File: src/rtl/grf_pkg.sv
`default_nettype none
// ============================================================================
//  Module      : grf_pkg
//  Description : Shared defaults and helpers for the general register file
//                with pending-write scoreboard.
//  Revision    : 1.0 - initial release
// ============================================================================
package grf_pkg;

  localparam int DW_DEF   = 32;    // default data width
  localparam int AW_DEF   = 5;     // default register address width
  localparam int REG_ZERO = 0;     // hardwired-zero register index
  localparam int POP_MAX  = 1024;  // widest busy vector popcount accepts

  // Number of set bits in a zero-extended busy vector.
  function automatic int unsigned popcount(input logic [POP_MAX-1:0] vec);
    int unsigned n;
    n = 0;
    for (int i = 0; i < POP_MAX; i++) begin
      n += {31'b0, vec[i]};
    end
    return n;
  endfunction

endpackage
`default_nettype wire

File: src/rtl/grf_read_port.sv
`default_nettype none
// ============================================================================
//  Module      : grf_read_port
//  Description : One combinational register-file read port with optional
//                write-back forwarding and pending-write (busy) indication.
//  Revision    : 1.0 - initial release
// ============================================================================
module grf_read_port
  import grf_pkg::*;
#(
  parameter int DW     = DW_DEF,
  parameter int AW     = AW_DEF,
  parameter int BYPASS = 1
) (
  input  logic [AW-1:0]     addr,
  input  logic [DW-1:0]     regs [2**AW],
  input  logic [2**AW-1:0]  busy_vec,
  input  logic              we,
  input  logic [AW-1:0]     wa,
  input  logic [DW-1:0]     wd,
  output logic [DW-1:0]     data,
  output logic              busy
);

  localparam logic BYP = (BYPASS != 0);

  logic wa_match;
  logic fwd_hit;

  assign wa_match = we && (wa == addr);
  // A write to register 0 is discarded, so it must never be forwarded.
  assign fwd_hit  = BYP && wa_match && (wa != AW'(REG_ZERO));

  // Forwarded write-back data wins over the stored value; index is full range.
  always_comb begin
    data = fwd_hit ? wd : regs[addr];
  end

  // A write completing this cycle is forwarded, so the hazard is already gone.
  always_comb begin
    busy = busy_vec[addr] & ~(BYP & wa_match);
  end

endmodule
`default_nettype wire

File: src/rtl/grf_scoreboard.sv
`default_nettype none
// ============================================================================
//  Module      : grf_scoreboard
//  Description : Parametrised general register file with NRD read ports,
//                write-to-read bypass and a per-register pending-write
//                scoreboard with a registered outstanding-write count.
//  Revision    : 1.0 - initial release
// ============================================================================
module grf_scoreboard
  import grf_pkg::*;
#(
  parameter int DW     = DW_DEF,
  parameter int AW     = AW_DEF,
  parameter int NRD    = 2,
  parameter int BYPASS = 1
) (
  input  logic              clk,
  input  logic              clr_n,
  input  logic [NRD*AW-1:0] rd_addr,
  output logic [NRD*DW-1:0] rd_data,
  output logic [NRD-1:0]    rd_busy,
  input  logic              we,
  input  logic [AW-1:0]     wa,
  input  logic [DW-1:0]     wd,
  input  logic              iss_valid,
  input  logic [AW-1:0]     iss_addr,
  input  logic              flush,
  output logic [AW:0]       pend_cnt
);

  localparam int NREG = 2**AW;

  if (NRD < 1 || NRD > 4) begin : g_bad_nrd
    $error("grf_scoreboard: NRD must be in 1..4");
  end
  if (NREG > POP_MAX) begin : g_bad_aw
    $error("grf_scoreboard: AW too large for popcount helper");
  end

  logic [DW-1:0]      regs [NREG];
  logic [NREG-1:0]    busy;
  logic [NREG-1:0]    busy_nxt;
  logic [POP_MAX-1:0] pop_vec;

  // Register storage; register 0 is never written and stays at its reset zero.
  always_ff @(posedge clk or negedge clr_n) begin
    if (!clr_n) begin
      for (int r = 0; r < NREG; r++) begin
        regs[r] <= '0;
      end
    end else if (we && (wa != AW'(REG_ZERO))) begin
      regs[wa] <= wd;
    end
  end

  // Scoreboard next state: flush clears all, a new issue beats a same-cycle WB clear.
  always_comb begin
    busy_nxt = busy;
    for (int r = 1; r < NREG; r++) begin
      if (flush) begin
        busy_nxt[r] = 1'b0;
      end else if (iss_valid && (iss_addr == AW'(r))) begin
        busy_nxt[r] = 1'b1;
      end else if (we && (wa == AW'(r))) begin
        busy_nxt[r] = 1'b0;
      end
    end
    busy_nxt[REG_ZERO] = 1'b0;
  end

  // Zero-extend the next-state vector to the popcount helper's width.
  always_comb begin
    pop_vec              = '0;
    pop_vec[NREG-1:0]    = busy_nxt;
  end

  // Busy bits and their count are updated together so the count never lags.
  always_ff @(posedge clk or negedge clr_n) begin
    if (!clr_n) begin
      busy     <= '0;
      pend_cnt <= '0;
    end else begin
      busy     <= busy_nxt;
      pend_cnt <= (AW+1)'(popcount(pop_vec));
    end
  end

  for (genvar k = 0; k < NRD; k++) begin : g_rd_port
    grf_read_port #(
      .DW     (DW),
      .AW     (AW),
      .BYPASS (BYPASS)
    ) u_port (
      .addr     (rd_addr[k*AW +: AW]),
      .regs     (regs),
      .busy_vec (busy),
      .we       (we),
      .wa       (wa),
      .wd       (wd),
      .data     (rd_data[k*DW +: DW]),
      .busy     (rd_busy[k])
    );
  end

endmodule
`default_nettype wire

File: config.mk
export PLATFORM = sky130hd
export DESIGN_NAME = grf_scoreboard
export DESIGN_NICKNAME = d
export VERILOG_FILES = /design/src/rtl/grf_pkg.sv /design/src/rtl/grf_read_port.sv /design/src/rtl/grf_scoreboard.sv
export SDC_FILE = /design/constraint.sdc
export NUM_CORES = 2
export LEC_CHECK = 0
export CORE_AREA = 3 3 341 343
export CTS_CLUSTER_DIAMETER = 30
export DETAILED_ROUTE_END_ITERATION = 6
export DIE_AREA = 0 0 344 346
export PLACE_DENSITY = 0.66
export SKIP_CTS_REPAIR_TIMING = 1
export SLEW_MARGIN = 20
export SYNTH_ARGS = -nofsm -noshare
export SYNTH_HDL_FRONTEND = slang
export SYNTH_SLANG_ARGS = --single-unit
File: constraint.sdc
create_clock -name clk -period 7.95 [get_ports clk]
set_input_delay 1.1925 -clock clk [delete_from_list [all_inputs] [get_ports clk]]
set_output_delay 1.1925 -clock clk [all_outputs]
set_load 0.02 [all_outputs]
# ---- Word level (Yosys, flattened, before mapping)
# Index checks and enable logic that the tools add are counted.
dict set report word_totals {
  register_bits 1061
}
dict set report classes {
  eq_ne 64
  muxes 108
  n_lt_le_gt_ge 6
  bitwise_logic 7
  add_sub_neg 30
  reduce_logical 69
}
# cell n
set op_table {}
lappend op_table {{$bwmux 1024} 1}
lappend op_table {{$bmux 32 s5} 2}
lappend op_table {{$mux 32} 7}
lappend op_table {{$demux 32 s5} 1}
lappend op_table {{$eq 5x5->1 const B} 32}
lappend op_table {{$add 6x1->6} 25}
lappend op_table {{$mux 1} 95}
lappend op_table {{$eq 5x4->1 const B} 16}
lappend op_table {{$logic_and 1x1->1} 68}
lappend op_table {{$eq 5x3->1 const B} 8}
lappend op_table {{$eq 5x2->1 const B} 4}
lappend op_table {{$ge 6x6->1 const B} 3}
lappend op_table {{$not 5->6} 3}
lappend op_table {{$lt 5x6->1 const B} 2}
lappend op_table {{$bmux 1 s5} 2}
lappend op_table {{$eq 5x1->1 const B} 2}
lappend op_table {{$eq 5x5->1} 2}
lappend op_table {{$add 5x1->6} 1}
lappend op_table {{$lt 6x1->1 const B} 1}
lappend op_table {{$add 4x1->5} 1}
lappend op_table {{$reduce_bool 5->1} 1}
lappend op_table {{$add 3x1->4} 1}
lappend op_table {{$add 2x1->3} 1}
lappend op_table {{$add 1x1->2} 1}
lappend op_table {{other kinds (2)} 4}

# ---- Logic depth before layout (Yosys ltp)
dict set report logic_depth {
  depth_word 35
  ltp_mapped 23
  ltp_nobuf 21
}

# ---- Hierarchy
# A second synthesis with hierarchy kept.
dict set report hier_totals {
  cells_unflattened 3701
  area_unflattened_um2 56945.9
}
# module instances cells_per_inst area_each_um2 seq_area_each_um2
set by_module_without_submodules {}
lappend by_module_without_submodules {grf_scoreboard 1 2505 40452.5 26550.5}
lappend by_module_without_submodules {grf_read_port 2 598 8246.7 0.0}

# ---- Worst setup path after synthesis
# No wires, ideal clock.
dict set report synth_path {
  path_type {in2reg}
  start {input port we}
  end {register pend_cnt[4]}
  setup_time_ns 0.123
  arrival_ns 6.599
  path_slack_ns 1.228
  path_buffers 3
  stages 22
  cell_sequence {clkbuf_1 > and3b_1 > clkbuf_1 > nand2_1 > buf_1 > a22oi_1 > nor2_1 > fa_1 > inv_1 > fa_1 > fa_1 > inv_1 > fa_1 > fa_1 > inv_1 > fa_1 > fa_1 > fa_1 > inv_1 > a21o_1 > a21oi_1 > xnor2_1}
}
dict set report synth_via {
  word_cells_on_any_way 154
  classes_between {add/sub (30); mux (93); reduce/logical (31)}
}
# element line_no
set synth_rtl {}
lappend synth_rtl {{from (decl)} grf_scoreboard.sv:22} ;# input logic we,
lappend synth_rtl {{$logic_and 1x1->1} grf_scoreboard.sv:64} ;# end else if (we && (wa == AW'(r))) begin
lappend synth_rtl {{$mux 1} grf_scoreboard.sv:64}
lappend synth_rtl {{$mux 1} grf_scoreboard.sv:62} ;# end else if (iss_valid && (iss_addr == AW'(r))) begin
lappend synth_rtl {{$mux 1} grf_scoreboard.sv:60} ;# if (flush) begin
lappend synth_rtl {{via busy_nxt[18]} grf_scoreboard.sv:42} ;# logic [NREG-1:0] busy_nxt;
lappend synth_rtl {{$add 6x1->6 (14 in series)} grf_pkg.sv:20} ;# n += {31'b0, vec[i]};
lappend synth_rtl {{to (signal assigned)} grf_scoreboard.sv:84} ;# pend_cnt <= (AW+1)'(popcount(pop_vec));
lappend synth_rtl {{to (decl)} grf_scoreboard.sv:28} ;# output logic [AW:0] pend_cnt
# The timed path passes the listed nets, and every way through them passes these cells.
# A chain may end at the register's enable or synchronous reset.

# ---- Final worst setup path
dict set report layout_path {
  start {input port wa[2]}
  end {register pend_cnt[4]}
}
dict set report layout_via {
  elab_chain_cells 35
  word_cells_on_any_way 185
  classes_between {add/sub (30); eq/ne (31); mux (93); reduce/logical (31)}
}
# element line_no
set layout_rtl {}
lappend layout_rtl {{from (decl)} grf_scoreboard.sv:23} ;# input logic [AW-1:0] wa,
lappend layout_rtl {{$eq 5x1->1 or $eq 5x2->1 (tied branches)} grf_scoreboard.sv:64}
lappend layout_rtl {{$logic_and 1x1->1} grf_scoreboard.sv:64}
lappend layout_rtl {{$mux 1} grf_scoreboard.sv:64}
lappend layout_rtl {{$mux 1} grf_scoreboard.sv:62}
lappend layout_rtl {{$mux 1} grf_scoreboard.sv:60}
lappend layout_rtl {{$add 1x1->2} grf_pkg.sv:20}
lappend layout_rtl {{$add 2x1->3} grf_pkg.sv:20}
lappend layout_rtl {{$add 3x1->4} grf_pkg.sv:20}
lappend layout_rtl {{$add 4x1->5} grf_pkg.sv:20}
lappend layout_rtl {{$add 5x1->6} grf_pkg.sv:20}
lappend layout_rtl {{$add 6x1->6 (24 in series)} grf_pkg.sv:20}
lappend layout_rtl {{$add 6x1->6 *} grf_pkg.sv:20}
# Mark *: on every way between the ends. The rest lies on a longest branch, timed or not.

==> results.toml <==
[timing]
hold_viol_final = 0
period_needed_ps = 6570
slew_viol_final = 0
finClkSkew_ps = 6.96
fin_crit_sh_pct = 82.7
worst_pin_slew_ps = 1170
finalSetupTns_ps = 0
timing.slew.headroom_pct = 21.7
setup_viol = 0
fmax_mhz = 152
rsz0062_at_grt = "false"

[logic_synthesis]
ys_warn_count = 0
synth_cells = 3751
syn-num-nets = 3838
synth.yosys.seq_area_share_pct = 47.0
ys_ff_latch = 1061
synth_area_per_cell_sq_um = 15.1
synthDominantCellAreaShare_pct = 47.0
async_reset_ff_share_pct = 100
ys_types = 43
ys.flop_type = "dfrtp_1"
synth_top_area_cell = "dfrtp_1"
yosysMostFrequentCell = "dfrtp_1"
yosys-top-cells-area = "dfrtp_1, mux4_2, mux2_2"
synth_edf_count = 0
syn-cell-area_sq_um = 56500
synth_commonest_cells = "dfrtp_1, mux2_2, mux4_2, o22ai_1, clkbuf_1"

[finish]
drive_above_1_share_pct = 52.7
final_util_pct = 59.0
final_cell_count_no_fill = 5521
nNetsFinal = 3884
area.growth.synth_to_final_pct = 18.9

[clock_tree]
htree_num_levels = 4
clock-sinks = 1061
clockRootBuffer = "clkbuf_16"
insertion_delay_ps = 790
cts_tree = "built"
clockBufferDepth = 3
cts_buffers = 240
path_clk_slew_ps = 50

[job]
cap_violations = 0

[outcome]
status = "complete, no violations"

[drt]
routed_wirelength_mm = 172
vias = 36600
drt_iter0_drc = 3312
wl_per_cell_microns = 31.1
route.detailed.drc = 0
drtAntennaViolNets = 0
viasPerCell = 6.64
first_pass_iters = 5

[hold_path]
holdCritPathClass = "reg2reg"

[floorplan]
initial_core_util_pct = 49.6
dieArea_sq_um = 119000
rows = 124
core_sq_um = 114000
die_x_microns = 344
io_pins = 129
die_y_microns = 346

[grt]
grt_pass1_vias = 38700
grt_overflow_total = 0
grt_pass1_wl_mm = 256
track_usage_pct = 29.2
antenna_found_initial = 4
grt_max_degree = 179

[placed_design]
dp_hpwl_mm = 90.9
dp.cells = 5067
io_buffers = 128
finalWeightedCongestion = 0.840

[critical_path]
path_cells = "clkdlybuf4s50_1 > nor3_1 > nand2_4 > nand2_1 > a21o_1 > fa_1 > inv_1 > fa_1 > fa_1 > fa_1 > fa_1 > inv_1 > fa_1 > fa_1 > fa_1 > inv_1 > a21o_1 > a21oi_1 > xnor2_1"
cp-start-kind = "input pin"
cpPeakStageDelay_ps = 830
worstSetupEndpointType = "flop"
crit_path_top_delay_cell = "nor3_1"
cp_common_cell = "fa_1"
criticalPathCategory = "in2reg"
path_max_fanout = 11
cp.required_ps = 8630
cp.arrival_ps = 7250

[pwr]
leakagePower_nw = 28.9
irDropWorstVdd_mv = 0.246
power.density_nw_per_um2 = 304
final cells by class:
type | count | area, sq um
Antenna cell | 4 | 10.0
Clock buffer | 300 | 6630
Clock inverter | 150 | 1900
Fill cell | 8683 | 46700
Inverter | 34 | 128
Multi-Input combinational cell | 2227 | 27800
Sequential cell | 1061 | 26600
Tap cell | 1512 | 1890
Timing Repair Buffer | 233 | 2230
cell families (layout without fill, tap and decap cells):
logic type / Yosys count / in the layout / synth area share [%]
multiplexers: 1532 / 1532 / 41.1
flip-flops: 1061 / 1061 / 47.0
buffers and inverters: 463 / 717 / 4.24
AO/OA/AOI/OAI: 384 / 384 / 4.08
AND/OR/NAND/NOR: 268 / 268 / 2.47
adder cells (fa/ha/maj): 30 / 30 / 0.970
XOR/XNOR: 13 / 13 / 0.201
other: 0 / 4 / 0
metal layers:
| metal | GRT usage [%] | share of wire [%] | vias up |
|---|---|---|---|
| met3 | 6.56 | 8.3 | 441 |
| li1 | - | - | 14800 |
| met4 | 12.7 | 4.4 | 2 |
| met2 | 44.8 | 47 | 1659 |
| met5 | 0 | 0.0064 | - |
| met1 | 40.4 | 41 | 19800 |
sequential cells by signal, indices dropped and copies added (netlist names):
| signal | cells |
|---|---|
| pend_cnt | 6 |
| busy | 31 |
| regs | 1024 |
metrics by stage:
step                      cell area (sq um)  hold slack (ps)  setup slack, ps  total power, mW
after floorplan                       56500              441             1230             9.29
after global placement                58700              377              674             10.1
after detailed placement              58700              382              648             10.2
after CTS                             67200              394             1410             20.5
after global routing                  67200              407             1070             21.1
final                                 67200              389             1380             20.4
worst paths after layout:
kind	start	to	slack, ps	cells after the start
max	wa[2]	pend_cnt[4]	1380	19
min	regs[994]	regs[994]	390	0
max reg2reg	busy[20]	pend_cnt[4]	2760	17
min reg2reg	regs[994]	regs[994]	390	0
max in group asynchronous	clr_n	regs[900]	5700	3
min in group asynchronous	clr_n	regs[309]	470	1
cells in the final DEF (no fill, tap or decap), types with 16 or more instances in the layout:
cell             Yosys  routed
a21oi_1             19      19
clkbuf_1           194      25
o22ai_1            252     252
clkinv_4             0      19
bufinv_16            0      34
nand2_1            116      96
o21ai_0             51      51
clkinv_2             0      42
mux2_2             992     992
dfrtp_1           1061    1061
nor2_1              32      16
clkbuf_16            0     244
clkdlybuf4s50_1      0     108
clkinvlp_4           0      36
buf_12               8      17
o21ai_1             34      34
fa_1                23      23
nor2_4               0      16
or4_1               63      63
buf_4               21      88
clkbuf_8             0      31
mux4_2             522     522
inv_1               34      34
where the power goes:
| group | internal [mW] | switching (mW) |
|---|---|---|
| sequential | 6.41 | 0.689 |
| clock | 6.98 | 3.27 |
| combinational | 1.87 | 1.18 |
critical path: cells and delay by family:
kind | cells | cell delay [ps]
buf+inv | 4 | 880
simple gates | 3 | 1010
compound gates | 3 | 330
fa+ha+maj | 8 | 3690
xor+xnor | 1 | 120
(Power assumes the default switching activity.)
